$ cat src/rtl/ex_mem_stage.sv
// ex_mem_stage -- EX/MEM pipeline register with flag register and branch resolution.
//
// Registers the execute-stage result, store data, branch target, destination
// register and memory/writeback control for the memory stage. It also holds the
// architectural NZCV register and resolves CBZ/CBNZ/B.cond into a registered
// branch_taken.
//
// Ports
//   clk, reset_n          clock (rising edge), synchronous active-low reset
//   stall, flush          hold all state / kill the incoming instruction (flush wins)
//   in_valid              execute stage holds a real instruction
//   alu_result            ALU result (WIDTH)
//   negative/zero/overflow/carry_out, set_flags   ALU flags and NZCV write enable
//   store_data, rd        STUR data (WIDTH), destination register (REGW)
//   reg_write, mem_read, mem_write                control for later stages
//   is_bcond, cond, is_cbz, is_cbnz, branch_target branch information
//   out_*                 registered copies; control bits gated by validity
//   branch_taken          registered branch decision
//   flags_q               NZCV register, bit 3 = N ... bit 0 = V
//
// Configuration
//   EX_MEM_COND_EXT_EN    when defined, decode every condition code; otherwise
//                         only EQ, NE, GE and LT are decoded and any other code
//                         never takes the branch.
module ex_mem_stage #(
    parameter int WIDTH = 64,
    parameter int REGW  = 5
) (
    input  logic             clk,
    input  logic             reset_n,
    input  logic             stall,
    input  logic             flush,
    input  logic             in_valid,
    input  logic [WIDTH-1:0] alu_result,
    input  logic             negative,
    input  logic             zero,
    input  logic             overflow,
    input  logic             carry_out,
    input  logic             set_flags,
    input  logic [WIDTH-1:0] store_data,
    input  logic [REGW-1:0]  rd,
    input  logic             reg_write,
    input  logic             mem_read,
    input  logic             mem_write,
    input  logic             is_bcond,
    input  logic [3:0]       cond,
    input  logic             is_cbz,
    input  logic             is_cbnz,
    input  logic [WIDTH-1:0] branch_target,
    output logic             out_valid,
    output logic [WIDTH-1:0] out_result,
    output logic [WIDTH-1:0] out_store_data,
    output logic [WIDTH-1:0] out_branch_target,
    output logic [REGW-1:0]  out_rd,
    output logic             out_reg_write,
    output logic             out_mem_read,
    output logic             out_mem_write,
    output logic             branch_taken,
    output logic [3:0]       flags_q
);

    logic flagN, flagZ, flagC, flagV;
    logic condTrue;
    logic takeNext;

    // B.cond looks at the architectural flags, never this cycle's ALU flags.
    assign flagN = flags_q[3];
    assign flagZ = flags_q[2];
    assign flagC = flags_q[1];
    assign flagV = flags_q[0];

    always_comb begin
        condTrue = 1'b0;
        unique case (cond)
            4'h0: condTrue = flagZ;
            4'h1: condTrue = !flagZ;
`ifdef EX_MEM_COND_EXT_EN
            4'h2: condTrue = flagC;
            4'h3: condTrue = !flagC;
            4'h4: condTrue = flagN;
            4'h5: condTrue = !flagN;
            4'h6: condTrue = flagV;
            4'h7: condTrue = !flagV;
            4'h8: condTrue = flagC && !flagZ;
            4'h9: condTrue = !(flagC && !flagZ);
            4'hC: condTrue = !flagZ && (flagN == flagV);
            4'hD: condTrue = !(!flagZ && (flagN == flagV));
            4'hE: condTrue = 1'b1;
            4'hF: condTrue = 1'b1;
`endif
            4'hA: condTrue = (flagN == flagV);
            4'hB: condTrue = (flagN != flagV);
            default: condTrue = 1'b0;
        endcase
    end

    // Several branch kinds at once simply OR their decisions.
    assign takeNext = in_valid && ((is_cbz && zero) ||
                                   (is_cbnz && !zero) ||
                                   (is_bcond && condTrue));

    always_ff @(posedge clk) begin
        if (!reset_n) begin
            out_valid         <= 1'b0;
            out_result        <= '0;
            out_store_data    <= '0;
            out_branch_target <= '0;
            out_rd            <= '0;
            out_reg_write     <= 1'b0;
            out_mem_read      <= 1'b0;
            out_mem_write     <= 1'b0;
            branch_taken      <= 1'b0;
            flags_q           <= 4'b0000;
        end else if (flush) begin
            // Bubble: kill validity and side effects, keep data and flags.
            out_valid     <= 1'b0;
            out_reg_write <= 1'b0;
            out_mem_read  <= 1'b0;
            out_mem_write <= 1'b0;
            branch_taken  <= 1'b0;
        end else if (!stall) begin
            out_valid         <= in_valid;
            out_result        <= alu_result;
            out_store_data    <= store_data;
            out_branch_target <= branch_target;
            out_rd            <= rd;
            out_reg_write     <= in_valid && reg_write;
            out_mem_read      <= in_valid && mem_read;
            out_mem_write     <= in_valid && mem_write;
            branch_taken      <= takeNext;
            if (in_valid && set_flags)
                flags_q <= {negative, zero, carry_out, overflow};
        end
    end

endmodule

$ cat config.mk
export PLATFORM = sky130hd
export DESIGN_NAME = ex_mem_stage
export DESIGN_NICKNAME = d
export VERILOG_FILES = /design/src/rtl/ex_mem_stage.sv
export SDC_FILE = /design/constraint.sdc
export NUM_CORES = 1
export LEC_CHECK = 0
export BUFFER_PORTS_ARGS = -buffer_cell sky130_fd_sc_hd__buf_2
export CAP_MARGIN = 40
export CORE_AREA = 2 2 164 166
export DETAILED_ROUTE_END_ITERATION = 6
export DIE_AREA = 0 0 166 168
export GPL_ROUTABILITY_DRIVEN = 0
export GPL_TIMING_DRIVEN = 1
export MAX_ROUTING_LAYER = met4
export PLACE_DENSITY = 0.58
export SYNTH_ARGS = -nofsm -noshare
export SYNTH_HDL_FRONTEND = slang
export SYNTH_SLANG_ARGS = --single-unit
export TNS_END_PERCENT = 100
$ cat constraint.sdc
create_clock -name clk -period 1.1 [get_ports clk]
set_input_delay 0.11 -clock clk [delete_from_list [all_inputs] [get_ports clk]]
set_output_delay 0.11 -clock clk [all_outputs]
set_load 0.01 [all_outputs]
==> results of run 1 <==
==> registers in the layout (all words and copies together), names as in the netlist <==
signal	flops
branch_taken	1
flags_q	4
out_branch_target	64
out_mem_read	1
out_mem_write	1
out_rd	5
out_reg_write	1
out_result	64
out_store_data	64
out_valid	1
==> layout make-up <==
type                            count  area (um^2)
Clock buffer                       37          711
Clock inverter                      6         80.1
Fill cell                        2223        11700
Multi-Input combinational cell    622         3210
Sequential cell                   206         4370
Tap cell                          341          427
Timing Repair Buffer              707         5850
==> power breakdown <==
group	switching (uW)	internal (uW)
Clock	3100	4890
Sequential	220	7860
Combinational	1220	1770
==> worst max-delay path: cells and delay by family (launching register included) <==
family	cells	cell delay (ns)
buffers and inverters	2	0.22
DFF	1	0.32
==> path summary, 6_finish.rpt <==
path | from | end | slack, ns | cells past startpoint
setup / recovery | flags_q[0] | flags_q[0] | -0.07 | 2
hold / removal | in_valid | branch_taken | 0.04 | 4
setup reg to reg | flags_q[3] | branch_taken | -0.03 | 3
hold reg to reg | out_result[9] | out_result[9] | 0.45 | 2
==> per-stage QoR <==
step                setup slack, ns  total power (uW)
floorplan                   0.00618              9070
global placement            -0.0984             10100
detailed placement          -0.0985             10200
CTS                          -0.101             19100
global route                 -0.113             19800
finish                      -0.0724             19100
==> metal layers <==
metal | up-vias | track usage | wire length (um)
met4 | 0 | 0.0828 | 1280
li1 | 4215 | - | -
met2 | 379 | 0.351 | 14500
met3 | 81 | 0.0449 | 2020
met1 | 3893 | 0.214 | 11100
met5 | - | - | 0
==> synthesized netlist by cell type (all sizes together) <==
master and count:
a21boi 197, a21oi 1, a22oi 3, a311oi 1, and3 1, buf 28, clkbuf 39, dfxtp 206
mux2i 6, nand2 395, nand2b 2, nor2 5, nor2b 5, nor4bb 1, o21a 1, o311ai 1
or2 1, xnor2 1, xnor3 1
==> repair_timing <==
action,CTS,global route
hold endpoints to repair,205,0
hold buffers,211,0
resized for setup,281,69
pin swaps,2,0
setup buffers,4,17
endpoints found under the setup margin,160,110
==> cells by family (layout without fill, tap and decap cells) <==
kind of cell / Yosys count / after routing
mux: 6 / 6
xor+xnor: 2 / 2
simple gates: 410 / 410
buf+inv: 67 / 750
flops: 206 / 206
compound gates: 204 / 204
==> results.py, run 1 <==
metrics = {
    "worst_setup_path": {
        "endpoint_kind": "output port",
        "crit_top_cell": "buf_6",
        "cp-start-kind": "flip-flop",
        "max_stage_delay_ns": 0.32,
        "crit_chain": "buf_6, buf_6",
        "arrival_ns": 1.06,
        "crit_path_max_fanout": 2,
        "slowest_stage": "dfxtp_2",
        "cp.required_ns": 0.99,
        "crit_type": "flip-flop to output port",
    },
    "placement": {
        "dp_hpwl_mm": 18.0,
        "postPlaceCellArea_um2": 10500,
        "post-place-cells": 1645,
        "portBuffers": 422,
    },
    "clock_tree": {
        "insertion_delay_ns": 0.52,
        "cts_buffers": 24,
        "cts.reportedPaths.clkPinSlew_ns": 0.06,
        "clock-sinks": 206,
        "cts-root-buf": "clkbuf_16",
        "clk_path_buf_depth": 3,
        "cts_tree": "done",
        "htree_levels": 1,
    },
    "layout": {
        "layout_commonest_cell": "nand2_1",
        "layout.nets": 1778,
        "design_area_um2": 14700,
        "drive_above_1_share": 0.458,
        "mostFrequentLayoutCells": "nand2_1, buf_2, dlygate4sd3_1",
        "fin_util": 0.556,
        "area_delta_synth_final_pct": 89.6,
        "stdcell_count": 1919,
        "antenna_cells": 0,
    },
    "synthesis": {
        "synth_seq_cells": 206,
        "yosys-top-cells-area": "dfxtp_1, nand2_1, a21boi_1, a21boi_0, buf_6",
        "synth_top_family_by_area": "simple AND/OR/NAND/NOR gates",
        "synth_cells": 895,
        "synth_area_leader_cell": "dfxtp_1",
        "synth_compound_area_frac": 0.198,
        "synth-warning-count": 0,
        "synth.distinct_cells": 24,
        "synth_xor_area_frac": 0.00405,
        "synthMuxAreaShare": 0.00777,
        "synth_top_area_frac": 0.534,
        "yosysSeqAreaShare": 0.534,
        "synth_fp_nets": 1112,
        "synth-simple-area-share": 0.205,
        "syn_avg_cell_area_um2": 8.64,
        "synth_area_um2": 7730,
        "synthAdderAreaFrac": 0,
    },
    "routing": {
        "post_drt_wl_per_cell_um": 15.1,
        "via_per_inst": 4.46,
        "drc": 0,
        "initialDrtViolationCount": 444,
        "wirelength_mm": 28.9,
        "ant_nets": 0,
        "vias": 8568,
        "dr.pass1.iters": 4,
    },
    "run_status": {
        "violations": "negative setup slack",
        "status": "complete, but fails checks",
    },
    "timing": {
        "setup_viol": 6,
        "relSlewSlack": 0.780,
        "fin_setup_tns_ns": -0.120,
        "fin_crit_sh": 1.07,
        "hold_viol": 0,
        "period_needed_ns": 1.17,
        "slew_violations": 0,
        "fin_worst_skew_ns": 0.00385,
        "fmax_mhz": 853,
        "tightestPinTransition_ns": 0.326,
        "rsz0062_at_grt": "yes",
        "finalWorstSetupSlack_ns": -0.0724,
        "timing.hold.ws_ns": 0.0381,
    },
    "floorplanning": {
        "die_h_um": 168,
        "die_w_um": 166,
        "rows": 60,
        "die_area_um2": 27900,
        "core_area_um2": 26400,
        "io-pin-count": 423,
        "initial_utilization": 0.293,
    },
    "grt": {
        "grt_max_degree": 84,
        "track_usage": 0.198,
        "antenna_found_initial": 0,
        "grt_pass1_wl_mm": 44.4,
        "overflow": 0,
        "grt_pass1_vias": 8729,
    },
    "power_and_ir_drop": {
        "vdd_ir_drop_max_mv": 1.14,
        "p_leak_uw": 0.00651,
        "p_per_area_nw_per_um2": 1300,
    },
    "job": {
        "maxCapViolCount": 0,
    },
    "worst_hold_path": {
        "min_path_type": "input pin to flip-flop",
    },
}
(Power assumes the default switching activity.)
==> run 2: changes to the inputs <==
--- a/config.mk
+++ b/config.mk
@@ -12,8 +12,8 @@
 export DIE_AREA = 0 0 166 168
 export GPL_ROUTABILITY_DRIVEN = 0
 export GPL_TIMING_DRIVEN = 1
+export HOLD_SLACK_MARGIN = 0.08
 export MAX_ROUTING_LAYER = met4
-export PLACE_DENSITY = 0.58
 export SYNTH_ARGS = -nofsm -noshare
 export SYNTH_HDL_FRONTEND = slang
 export SYNTH_SLANG_ARGS = --single-unit
==> results.py, run 2 (synthesis results as in run 1) <==
metrics = {
    "timing": {
        "hold_viol": 0,
        "fin_setup_tns_ns": -0.0984,
        "fin_crit_sh": 1.06,
        "fmax_mhz": 855,
        "slew_violations": 0,
        "fin_worst_skew_ns": 0.00790,
        "tightestPinTransition_ns": 0.403,
        "relSlewSlack": 0.728,
        "period_needed_ns": 1.17,
        "rsz0062_at_grt": "yes",
        "setup_viol": 2,
        "finalWorstSetupSlack_ns": -0.0692,
    },
    "routing": {
        "drc": 0,
        "dr.pass1.iters": 5,
        "via_per_inst": 4.56,
        "ant_nets": 0,
        "vias": 8646,
        "initialDrtViolationCount": 392,
        "post_drt_wl_per_cell_um": 14.9,
        "wirelength_mm": 28.3,
    },
    "worst_setup_path": {
        "endpoint_kind": "output port",
        "crit_path_max_fanout": 2,
        "crit_top_cell": "buf_6",
        "cp-start-kind": "flip-flop",
        "timing.rr.start": "flags_q[3]",
        "rr_endpoint": "branch_taken",
        "crit_chain": "buf_6, buf_6",
        "arrival_ns": 1.06,
        "cp.required_ns": 0.99,
        "max_stage_delay_ns": 0.33,
        "ff2ff_path_depth": 3,
        "crit_type": "flip-flop to output port",
        "slowest_stage": "dfxtp_2",
        "r2r_slack_ns": -0.01,
    },
    "worst_hold_path": {
        "hp-start": "flush",
        "holdPathStages": 6,
        "min_path_type": "input pin to flip-flop",
        "hold-path-endpoint": "out_branch_target[14]",
    },
    "layout": {
        "stdcell_count": 1898,
        "layout_commonest_cell": "nand2_1",
        "layout.nets": 1760,
        "design_area_um2": 14400,
        "fillers": 2181,
        "area_delta_synth_final_pct": 86.0,
        "mostFrequentLayoutCells": "nand2_1, buf_2, dlygate4sd3_1",
        "antenna_cells": 0,
        "drive_above_1_share": 0.450,
        "fin_util": 0.546,
        "reg_top3": "out_branch_target: 64 flops, out_result: 64 flops, out_store_data: 64 flops",
    },
    "floorplanning": {
        "initial_utilization": 0.293,
        "rows": 60,
        "die_w_um": 166,
        "core_area_um2": 26400,
        "die_area_um2": 27900,
        "die_h_um": 168,
        "io-pin-count": 423,
    },
    "clock_tree": {
        "clk_path_buf_depth": 3,
        "cts_buffers": 23,
        "clock-sinks": 206,
        "cts-root-buf": "clkbuf_16",
        "htree_levels": 1,
        "insertion_delay_ns": 0.50,
        "cts.reportedPaths.clkPinSlew_ns": 0.06,
        "cts_tree": "done",
    },
    "grt": {
        "track_usage": 0.187,
        "grt_pass1_vias": 8744,
        "grt_pass1_wl_mm": 42.5,
        "antenna_found_initial": 0,
        "overflow": 0,
        "grt_max_degree": 84,
    },
    "placement": {
        "postPlaceCellArea_um2": 10600,
        "portBuffers": 422,
        "post-place-cells": 1642,
        "dp_hpwl_mm": 17.3,
    },
    "power_and_ir_drop": {
        "p_leak_uw": 0.00642,
        "vdd_ir_drop_max_mv": 1.19,
        "p_per_area_nw_per_um2": 1310,
    },
    "run_status": {
        "status": "complete, but fails checks",
        "violations": "negative setup slack",
    },
    "job": {
        "maxCapViolCount": 0,
    },
}
run 2: power by group:
group          internal, uW  leakage (uW)  switching, uW
registers              7860       0.00176            204
logic                  1720       0.00427           1220
clock network          4810      0.000382           2990
run 2: critical path, delay by kind of cell, from the launching register on:
kind / cells / cell delay, ns
DFF: 1 / 0.33
buffers and inverters: 2 / 0.22
run 2: worst max-delay path by stage:
| stage | start | to | slack (ns) | cells past startpoint |
|---|---|---|---|---|
| 2_1_floorplan | stall | out_branch_target[37] | 0.006 | 7 |
| 3_3_place_gp | stall | flags_q[0] | -0.09 | 5 |
| 3_5_place_dp | stall | flags_q[1] | -0.12 | 5 |
| 4_1_cts | flags_q[0] | flags_q[0] | -0.09 | 2 |
| 5_1_grt | flags_q[0] | flags_q[0] | -0.10 | 2 |
| 6_report | flags_q[0] | flags_q[0] | -0.07 | 2 |
run 2: metal layers:
metal  global-route usage  up-vias  routed length, um
li1                     -     4181                  -
met1                0.207     4010              11300
met5                    -        -                  0
met4               0.0718        0               1040
met2                0.326      377              13900
met3               0.0444       78               2010
run 2: area by class of cell:
cell class	count	area, um^2	share of cell area
clock buffers	35	701	0.0487
clock inverters	4	70.1	0.00487
multi-input cells	622	3210	0.223
flip-flops and latches	206	4370	0.304
well taps	341	427	0.0297
repair buffers	690	5600	0.390
run 2: repair_timing:
item                       in CTS  in global routing
hold buffers                  215                  0
resized for setup             105                196
setup endpoints to repair      82                160
pin swaps                       3                  1
hold endpoints to repair      206                  0
cloned                          0                  0
buffers inserted                1                  2
run 2: metrics by stage:
stage | total power [uW] | worst slack [ns] | hold WS (ns)
5_1_grt | 19600 | -0.100 | 0.210
6_report | 18800 | -0.0692 | 0.202
2_1_floorplan | 9070 | 0.00618 | 0.245
4_1_cts | 18700 | -0.0891 | 0.123
3_5_place_dp | 10200 | -0.122 | 0.355
3_3_place_gp | 10200 | -0.0911 | 0.344
==> run 3: changes to the inputs <==
--- a/config.mk
+++ b/config.mk
@@ -7,13 +7,15 @@
 export LEC_CHECK = 0
 export BUFFER_PORTS_ARGS = -buffer_cell sky130_fd_sc_hd__buf_2
 export CAP_MARGIN = 40
-export CORE_AREA = 2 2 164 166
+export CELL_PAD_IN_SITES_DETAIL_PLACEMENT = 1
+export CELL_PAD_IN_SITES_GLOBAL_PLACEMENT = 1
+export CORE_UTILIZATION = 28
 export DETAILED_ROUTE_END_ITERATION = 6
-export DIE_AREA = 0 0 166 168
 export GPL_ROUTABILITY_DRIVEN = 0
 export GPL_TIMING_DRIVEN = 1
 export HOLD_SLACK_MARGIN = 0.08
 export MAX_ROUTING_LAYER = met4
+export PLACE_DENSITY = 0.84
 export SYNTH_ARGS = -nofsm -noshare
 export SYNTH_HDL_FRONTEND = slang
 export SYNTH_SLANG_ARGS = --single-unit
==> results.py, run 3 (synthesis results as in run 1) <==
metrics = {
    "run_status": {
        "status": "complete, but fails checks",
        "violations": "negative setup slack",
    },
    "worst_hold_path": {
        "min_path_type": "input pin to flip-flop",
        "holdPathStages": 5,
        "hp-start": "flush",
    },
    "job": {
        "maxCapViolCount": 0,
    },
    "layout": {
        "drive_above_1_share": 0.477,
        "layout_commonest_cell": "nand2_1",
        "area_delta_synth_final_pct": 98.6,
        "reg_top3": "out_branch_target: 64 flops, out_result: 64 flops, out_store_data: 64 flops",
        "design_area_um2": 15400,
        "fin_util": 0.568,
        "mostFrequentLayoutCells": "nand2_1, buf_2, dlygate4sd3_1",
        "layout.nets": 1795,
        "stdcell_count": 1948,
    },
    "timing": {
        "fin_setup_tns_ns": -0.324,
        "relSlewSlack": 0.635,
        "fin_crit_sh": 1.08,
        "hold_viol": 0,
        "tightestPinTransition_ns": 0.547,
        "rsz0062_at_grt": "yes",
        "setup_viol": 16,
        "finalWorstSetupSlack_ns": -0.0911,
        "slew_violations": 0,
        "period_needed_ns": 1.19,
        "fin_worst_skew_ns": 0.00258,
        "fmax_mhz": 840,
    },
    "worst_setup_path": {
        "crit_path_max_fanout": 2,
        "arrival_ns": 1.08,
        "endpoint_kind": "output port",
        "crit_type": "flip-flop to output port",
        "cp.required_ns": 0.99,
        "timing.rr.start": "branch_taken",
        "cp-startpoint": "flags_q[0]",
        "cp-start-kind": "flip-flop",
        "ff2ff_path_depth": 4,
    },
    "clock_tree": {
        "cts.reportedPaths.clkPinSlew_ns": 0.06,
        "cts_buffers": 25,
        "insertion_delay_ns": 0.51,
        "clock-sinks": 206,
        "htree_levels": 1,
        "clk_path_buf_depth": 3,
        "cts_tree": "done",
        "cts-root-buf": "clkbuf_16",
    },
    "routing": {
        "wirelength_mm": 46.7,
        "vias": 9775,
        "drc": 0,
        "post_drt_wl_per_cell_um": 24.0,
        "dr.pass1.iters": 5,
        "initialDrtViolationCount": 544,
        "via_per_inst": 5.02,
        "ant_nets": 0,
    },
    "power_and_ir_drop": {
        "p_per_area_nw_per_um2": 1360,
        "p_leak_uw": 0.00674,
        "total_power_uw": 20900,
        "vdd_ir_drop_max_mv": 1.13,
    },
    "grt": {
        "overflow": 0,
        "grt_pass1_vias": 10767,
        "grt_pass1_wl_mm": 60.8,
        "track_usage": 0.287,
        "grt_max_degree": 80,
        "antenna_found_initial": 9,
    },
    "floorplanning": {
        "die_h_um": 168,
        "die_area_um2": 28300,
        "rows": 60,
        "io-pin-count": 423,
        "die_w_um": 168,
        "core_area_um2": 27000,
        "initial_utilization": 0.286,
    },
    "placement": {
        "portBuffers": 422,
        "dp_hpwl_mm": 20.3,
        "postPlaceCellArea_um2": 10600,
        "post-place-cells": 1648,
    },
}
## run 3: cell count changes in the layout (fill, tap and decap cells not counted), sizes merged
cell / delta
buf: +35
clkbuf: -2
bufinv: +3
clkinv: +4
dlygate4sd3: -2
diode: +11
inv: +1
## run 3: final cells by class
cell class,count,area (um^2)
antenna,11,27.5
clock buffer,33,706
clock inverter,12,189
fill,3006,11700
multi-input combinational,622,3220
sequential,206,4390
tap,341,427
timing repair buffer,723,6400
## run 3: final timing paths
check	to	slack, ns
setup / recovery	flags_q[0]	-0.09
hold / removal	out_result[4]	0.19
setup reg to reg	branch_taken	-0.09
hold reg to reg	out_store_data[51]	0.46
## run 3: routing by layer
layer	track usage	routed length, um
met4	0.176	3740
met2	0.538	24200
met1	0.266	15500
met3	0.0614	3260
met5	-	0
## run 3: worst max-delay path, cell delays in order, from the launching register on
cell and delay (ns):
dfxtp_2 0.34, buf_6 0.12, buf_6 0.11
## run 3: what timing repair did
action                                  CTS  global route
gates resized for setup                 311           116
endpoints found under the hold margin   205             0
hold buffers                            213             0
endpoints found under the setup margin  189           139
pin swaps                                 3             0
buffers inserted                          3            28
## run 3: report_power, final
part	switching, uW	internal [uW]	total, uW	leakage, uW
combinational	1560	1940	3500	0.00452
sequential	297	7860	8160	0.00177
clock	3530	5670	9200	0.000446
total	5390	15500	20900	0.00674
## run 3: metrics by stage
| step | hold WS [ns] | setup WS (ns) |
|---|---|---|
| 2_1_floorplan | 0.245 | 0.00618 |
| 3_3_place_gp | 0.344 | -0.187 |
| 3_5_place_dp | 0.357 | -0.240 |
| 4_1_cts | 0.0803 | -0.103 |
| 5_1_grt | 0.183 | -0.154 |
| 6_report | 0.193 | -0.0911 |
